===== src/rtl/i2s_dac_tx.sv =====
// I2S transmitter: derives MCLK, SCLK and LRCK from the system clock and shifts out
// 16-bit stereo samples in a 64-bit frame (two 32-bit slots, one-bit I2S delay).
module i2s_dac_tx #(
  parameter int MCLK_DIV     = 4,
  parameter int CLK_PER_BCLK = 16,
  parameter int DATA_W       = 16,
  parameter bit UNSIGNED_IN  = 1'b0
) (
  input  logic              clk_50MHz,
  input  logic              reset,
  input  logic [DATA_W-1:0] L_data,
  input  logic [DATA_W-1:0] R_data,
  input  logic              mute,
  output logic              dac_MCLK,
  output logic              dac_SCLK,
  output logic              dac_LRCK,
  output logic              dac_SDIN,
  output logic              sample_strobe
);

  localparam int MW = $clog2(MCLK_DIV);
  localparam int DW = $clog2(CLK_PER_BCLK);
  localparam logic [DATA_W-1:0] MSB_FLIP =
    UNSIGNED_IN ? {1'b1, {(DATA_W-1){1'b0}}} : '0;

  logic [MW-1:0]     mclk_cnt, mclk_nxt;
  logic [DW-1:0]     div_cnt, div_nxt;
  logic [5:0]        bit_cnt, bit_nxt;
  logic              div_wrap, boundary;
  logic [4:0]        slot_pos;
  logic [DATA_W-1:0] hold_l, hold_r, hold_sel, shifted;
  logic [DATA_W-1:0] lat_l, lat_r;
  logic              sdin_nxt;

  always_comb begin
    mclk_nxt = (mclk_cnt == MW'(MCLK_DIV - 1)) ? '0 : mclk_cnt + 1'b1;
    div_wrap = (div_cnt == DW'(CLK_PER_BCLK - 1));
    div_nxt  = div_wrap ? '0 : div_cnt + 1'b1;
    bit_nxt  = div_wrap ? bit_cnt + 6'd1 : bit_cnt;
    boundary = div_wrap && (bit_cnt == 6'd63);

    // Slot position 0 is the I2S delay bit; positions 1..DATA_W carry MSB..LSB.
    slot_pos = bit_nxt[4:0];
    hold_sel = bit_nxt[5] ? hold_r : hold_l;
    shifted  = hold_sel << (slot_pos - 5'd1);
    sdin_nxt = 1'b0;
    if ((slot_pos != 5'd0) && ({27'd0, slot_pos} <= DATA_W))
      sdin_nxt = shifted[DATA_W-1];

    lat_l = mute ? '0 : (L_data ^ MSB_FLIP);
    lat_r = mute ? '0 : (R_data ^ MSB_FLIP);
  end

  always_ff @(posedge clk_50MHz) begin
    if (reset) begin
      mclk_cnt      <= '0;
      div_cnt       <= '0;
      bit_cnt       <= '0;
      hold_l        <= '0;
      hold_r        <= '0;
      dac_MCLK      <= 1'b0;
      dac_SCLK      <= 1'b0;
      dac_LRCK      <= 1'b0;
      dac_SDIN      <= 1'b0;
      sample_strobe <= 1'b0;
    end else begin
      mclk_cnt      <= mclk_nxt;
      div_cnt       <= div_nxt;
      bit_cnt       <= bit_nxt;
      dac_MCLK      <= (mclk_nxt >= MW'(MCLK_DIV / 2));
      dac_SCLK      <= (div_nxt >= DW'(CLK_PER_BCLK / 2));
      sample_strobe <= boundary;
      if (boundary) begin
        hold_l <= lat_l;
        hold_r <= lat_r;
      end
      // LRCK and data move on the same edge that drives SCLK low.
      if (div_wrap) begin
        dac_LRCK <= bit_nxt[5];
        dac_SDIN <= sdin_nxt;
      end
    end
  end

endmodule


===== config.mk =====
export PLATFORM = sky130hd
export DESIGN_NAME = i2s_dac_tx
export DESIGN_NICKNAME = d
export VERILOG_FILES = /design/src/rtl/i2s_dac_tx.sv
export SDC_FILE = /design/constraint.sdc
export NUM_CORES = 1
export LEC_CHECK = 0
export BUFFER_PORTS_ARGS = -buffer_cell sky130_fd_sc_hd__buf_4
export CORE_MARGIN = 2
export CORE_UTILIZATION = 25
export DETAILED_ROUTE_END_ITERATION = 8
export PLACE_DENSITY_LB_ADDON = 0.15
export SLEW_MARGIN = 20
export SYNTH_ARGS = -nofsm -noshare
export SYNTH_HDL_FRONTEND = slang
export SYNTH_SLANG_ARGS = --single-unit

===== constraint.sdc =====
create_clock -name clk_50MHz -period 6.3 [get_ports clk_50MHz]
set_clock_uncertainty 0.2 [all_clocks]
set_input_delay 0.945 -clock clk_50MHz [delete_from_list [all_inputs] [get_ports clk_50MHz]]
set_output_delay 0.945 -clock clk_50MHz [all_outputs]
set_load 0.005 [all_outputs]

==> impl_metrics.py, run 1 <==
metrics = {
    "floorplanning": {
        "num_rows": 33,
        "die-area_um2": 9200,
        "start_util_pct": 25.7,
        "io_pins": 40,
        "die_x_um": 95.9,
        "core_um2": 8220,
        "die_h_um": 95.9,
    },
    "worst_hold_path": {
        "hold_class": "reg2reg",
        "whs_path_depth": 1,
        "min_from": "mclk_cnt[0]",
    },
    "worst_setup_path": {
        "cp.depth": 9,
        "cp_num_buf_inv": 1,
        "path_class": "reg2reg",
        "path_max_fanout": 12,
        "cp_top_family": "adder cells",
        "crit_path_end_kind": "flop",
        "worstPathCellList": "ha_1 > and3_4 > xor2_2 > inv_2 > ha_1 > mux4_1 > or2_0 > a32o_1 > a32o_1",
        "arrival_ps": 3340,
        "worst-r2r-cell-count": 9,
        "endpoint": "dac_SDIN",
        "worst_setup_path_start_kind": "flop",
        "r2r_setup_slack_ps": 2960,
        "crit_path_top_delay_cell": "mux4_1",
        "regToRegStartpoint": "div_cnt[0]",
        "critical-path-max-stage-delay_ps": 590,
        "worstPathRequired_ps": 6300,
        "r2r-end": "dac_SDIN",
        "crit_start": "div_cnt[0]",
    },
    "clock_network": {
        "numCtsBuffers": 5,
        "cts_tree": "built",
        "cts_buffer_depth": 2,
        "cts_resized": 0,
        "clk_latency_ps": 310,
        "postCtsHoldBufs": 0,
        "cts-htree-levels": 2,
        "post_cts_buffers": 0,
        "clk_pin_slew_ps": 90,
        "clock_sinks": 48,
        "cts-root-buf": "clkbuf_8",
    },
    "finish": {
        "post-route-util_pct": 32.0,
        "design_area_um2": 2630,
        "finalNetCount": 272,
        "area_delta_synth_final_pct": 24.5,
        "final_cell_count_no_fill": 338,
        "diodes": 0,
        "layout-drive-gt1-share_pct": 26.2,
        "fillCellCount": 858,
    },
    "logic_synthesis": {
        "async_reset_ff_share_pct": 0,
        "syn_nets": 237,
        "syn_inst": 197,
        "synth_top_family_by_area": "compound AO/OA/AOI/OAI gates",
        "yosys_warnings": 0,
        "yosysTopAreaCellShare_pct": 45.5,
        "synthMuxAreaShare_pct": 8.05,
        "synthSimpleGateAreaFrac_pct": 12.5,
        "ys_seq_area_share_pct": 45.5,
        "ys_ff_latch": 48,
        "synth_compound_area_share_pct": 22.3,
        "synth_common_cells": "48 x dfxtp_1, 32 x a22o_1, 17 x nor2_1, 8 x mux2i_1, 7 x clkbuf_1",
        "synth_area_um2": 2110,
        "synth_ff_type": "dfxtp_1",
        "synth-xor-area-share_pct": 4.44,
        "synth_area_leaders": "dfxtp_1 45%, a22o_1 13%, mux2i_1 3.8%",
        "syn_area_per_cell_um2": 10.7,
        "synth.most_common_cell": "dfxtp_1",
        "synthAdderAreaFrac_pct": 2.96,
        "synth_area_leader_cell": "dfxtp_1",
        "synth_edf_count": 0,
        "ys_types": 52,
    },
    "route": {
        "drtIter0Drc": 82,
        "firstDrtPassIters": 4,
        "post-route-drc-count": 0,
        "via_count": 1579,
        "viasPerCell": 4.67,
        "routedWlPerCell_um": 14.4,
        "routed_wl_um": 4850,
        "ant_nets": 0,
    },
    "sta": {
        "max_freq_ghz": 0.299,
        "finalHoldViolations": 0,
        "worstMarginPinSlew_ps": 675,
        "setup_violations": 0,
        "slew_headroom_pct": 54.9,
        "finalCritPeriodShare_pct": 53.0,
        "min_period_ps": 3340,
        "rsz0062_at_grt": "no",
        "maxSlewViolCount": 0,
        "fin_setup_tns_ps": 0,
    },
    "placement": {
        "dp_cells": 330,
        "place.gp.congestion": 0.740,
        "placed_cell_area_um2": 2490,
        "port_buffers": 39,
        "hpwlAfterDp_um": 3350,
    },
    "grt": {
        "grt_max_degree": 33,
        "grt_pass1_vias": 1483,
        "grt.overflow.total": 0,
        "antenna_found_initial": 0,
        "grt_pass1_wl_um": 7800,
        "gr-usage-all-layers_pct": 11.1,
    },
    "run": {
        "maxCapViolCount": 0,
    },
    "power_and_ir_drop": {
        "ir_drop_mv": 0.0831,
        "p_total_uw": 609,
        "powerDensity_nw_per_um2": 231,
        "p_leak_uw": 0.00109,
    },
    "run_status": {
        "status": "finished, final reports clean",
    },
}
power by group:
| group | total, uW | internal [uW] | switching, uW |
|---|---|---|---|
| Combinational | 29.5 | 18.0 | 11.5 |
| Clock | 271 | 160 | 111 |
| Sequential | 309 | 306 | 2.56 |
worst min path at each step:
stage                       end
floorplan           mclk_cnt[0]
detailed placement  mclk_cnt[0]
finish              mclk_cnt[0]
CTS                 mclk_cnt[0]
global route        mclk_cnt[0]
global placement    mclk_cnt[0]
cells by family (layout without fill, tap and decap cells):
logic type               count (synthesis)  in the layout
multiplexers                            13             13
AND/OR/NAND/NOR                         47             47
adder cells (fa/ha/maj)                  5              5
buffers and inverters                   16             52
XOR/XNOR                                 9              9
AO/OA/AOI/OAI                           59             59
flip-flops                              48             48
flip-flops by register name, summed over array words and instances (netlist names):
signal / cells
dac_SCLK: 1
dac_MCLK: 1
dac_SDIN: 1
dac_LRCK: 1
div_cnt: 4
sample_strobe: 1
mclk_cnt: 1
hold_r: 16
hold_l: 16
bit_cnt: 6
worst reg2reg max path, cell delays in order (launching register included):
cell,delay (ps)
dfxtp_1,380
ha_1,260
and3_4,320
xor2_2,220
inv_2,90
ha_1,500
mux4_1,600
or2_0,210
a32o_1,250
a32o_1,210
stage by stage:
stage,setup WS (ps),hold slack (ps)
finish,2960,225
global route,2730,239
CTS,2930,232
detailed placement,2950,218
global placement,3090,215
floorplan,3090,202
metal layers:
| metal | track usage [%] | vias up | wire [um] |
|---|---|---|---|
| li1 | - | 807 | - |
| met1 | 17.2 | 735 | 2630 |
| met2 | 14.3 | 31 | 1960 |
| met3 | 2.51 | 6 | 179 |
| met4 | 4.64 | 0 | 83 |
| met5 | 0 | - | 0 |
cell usage in the layout (no fill, tap or decap), types with 2 or more instances in the layout:
cell,instances
inv_1,2
mux2_2,2
xnor2_1,3
nor2_1,17
o21ai_0,4
xor2_1,4
mux2i_1,8
ha_1,5
nand2_1,4
dfxtp_1,48
a32o_1,2
buf_4,40
or2_0,2
nor2b_1,6
clkbuf_8,5
a21oi_1,5
a221oi_1,2
nor3_1,2
a22o_1,32
nand4_1,2
or3_1,2
a22oi_1,2
a211oi_1,2
mux4_1,2
bufinv_16,2
cell type report:
class                   count  area, um^2  share of cell area [%]
clock buffers               5        68.8                    2.62
clock inverters             3        68.8                    2.62
inverters                   3        11.3                   0.428
multi-input cells         133        1070                    40.8
flip-flops and latches     48         961                    36.5
well taps                 105         131                    4.99
repair buffers             41         315                    12.0
No activity file was read; power rests on OpenSTA's default activity.
==> run 2, diff against run 1 <==
Clock period 6.3 ns to 3.2 ns, I/O delays scaled along.
==> impl_metrics.py, run 2 (synthesis gave the netlist of run 1 again) <==
metrics = {
    "worst_setup_path": {
        "cp_top_family": "multiplexers",
        "critical-path-max-stage-delay_ps": 540,
        "crit_path_top_delay_cell": "mux4_1",
        "worstPathRequired_ps": 3190,
        "path_class": "reg2reg",
        "arrival_ps": 2960,
        "worstPathCellList": "ha_1 > and3_4 > xor2_2 > inv_2 > ha_1 > mux4_1 > or2_0 > a32o_1 > a32o_1",
        "cp_num_buf_inv": 1,
        "path_max_fanout": 6,
        "crit_path_end_kind": "flop",
        "worst_setup_path_start_kind": "flop",
    },
    "sta": {
        "max_freq_ghz": 0.337,
        "setup_violations": 0,
        "worstMarginPinSlew_ps": 396,
        "finalHoldViolations": 0,
        "finalCritPeriodShare_pct": 92.8,
        "worst_slack_ps": 231,
        "whs_ps": 186,
        "slew_headroom_pct": 73.5,
        "min_period_ps": 2970,
        "maxSlewViolCount": 0,
    },
    "run": {
        "maxCapViolCount": 0,
    },
    "clock_network": {
        "numCtsBuffers": 5,
        "cts-htree-levels": 2,
        "postCtsHoldBufs": 0,
        "cts_tree": "built",
        "cts_buffer_depth": 2,
        "clock_sinks": 48,
        "cts_resized": 0,
        "cts-root-buf": "clkbuf_8",
        "clk_latency_ps": 290,
        "post_cts_buffers": 0,
        "clk_pin_slew_ps": 90,
    },
    "finish": {
        "diodes": 0,
        "final_cell_mix": "48 x dfxtp_1, 48 x buf_4, 32 x a22o_1, 17 x nor2_1",
        "design_area_um2": 2660,
        "area_delta_synth_final_pct": 25.8,
        "top_regs": "hold_l: 16 flops, hold_r: 16 flops, bit_cnt: 6 flops",
        "finalNetCount": 279,
        "layout-drive-gt1-share_pct": 29.2,
    },
    "route": {
        "routed_wl_um": 4880,
        "firstDrtPassIters": 4,
        "ant_nets": 0,
        "drtIter0Drc": 62,
        "via_count": 1636,
        "viasPerCell": 4.74,
        "post-route-drc-count": 0,
        "routedWlPerCell_um": 14.2,
    },
    "power_and_ir_drop": {
        "clockPowerShare_pct": 39.1,
        "powerDensity_nw_per_um2": 412,
        "p_leak_uw": 0.00112,
        "pwr-share-comb_pct": 5.4,
        "swShare_pct": 20.5,
        "p_sw_uw": 224,
        "ir_drop_mv": 0.208,
        "power_frac_seq_pct": 55.5,
        "internal-power_uw": 871,
    },
    "grt": {
        "grt_max_degree": 33,
        "antenna_found_initial": 0,
        "gr-usage-all-layers_pct": 11.1,
        "grt_pass1_wl_um": 7790,
        "grt_pass1_vias": 1512,
        "grt.overflow.total": 0,
    },
    "placement": {
        "pre_cts_slack_ps": 249,
        "placed_cell_area_um2": 2540,
        "hpwlAfterDp_um": 3550,
        "place.gp.congestion": 0.806,
        "port_buffers": 39,
    },
    "run_status": {
        "status": "finished, final reports clean",
    },
    "floorplanning": {
        "io_pins": 40,
        "die_h_um": 95.9,
        "start_util_pct": 25.7,
        "die-area_um2": 9200,
        "die_x_um": 95.9,
        "num_rows": 33,
        "core_um2": 8220,
    },
    "worst_hold_path": {
        "hold_class": "in2reg",
    },
}
## run 2: through the flow
step / TNS (ps) / std cells / power [uW] / util [%]
final: 0 / 345 / 1100 / 32.4
after global routing: -4.14 / 345 / 1150 / 32.4
after CTS: 0 / 345 / 1120 / 32.2
after detailed placement: 0 / 337 / 682 / 30.9
after global placement: 0 / 337 / 683 / 30.9
after floorplan: 0 / 197 / 639 / -
## run 2: area by class of cell
cell class,instances,area (um^2)
Fill cell,833,5560
Multi-Input combinational cell,133,1090
Sequential cell,48,961
Timing Repair Buffer,48,360
Tap cell,105,131
Clock buffer,6,72.6
Clock inverter,2,35.0
Inverter,3,11.3
## run 2: worst paths after layout
check | startpoint | end | slack (ps) | cells after the start
max | div_cnt[0] | dac_SDIN | 230 | 9
min | L_data[6] | hold_l[6] | 190 | 2
max reg2reg | div_cnt[0] | dac_SDIN | 230 | 9
min reg2reg | mclk_cnt[0] | mclk_cnt[0] | 230 | 1
## run 2: metal layers
metal	vias to the layer above	track usage [%]	share of wire (%)
met4	0	4.64	1.2
met3	4	2.66	4.6
li1	828	-	-
met1	763	16.5	52
met5	-	0	0
met2	41	15.1	42
## run 2: power groups by stage
stage | Sequential [uW] | Clock, uW | Combinational, uW
finish | 608 | 429 | 58.9
global route | 610 | 474 | 65.3
detailed placement | 622 | 0 | 59.8
floorplan | 622 | 0 | 17.6
CTS | 608 | 451 | 60.2
global placement | 622 | 0 | 60.8
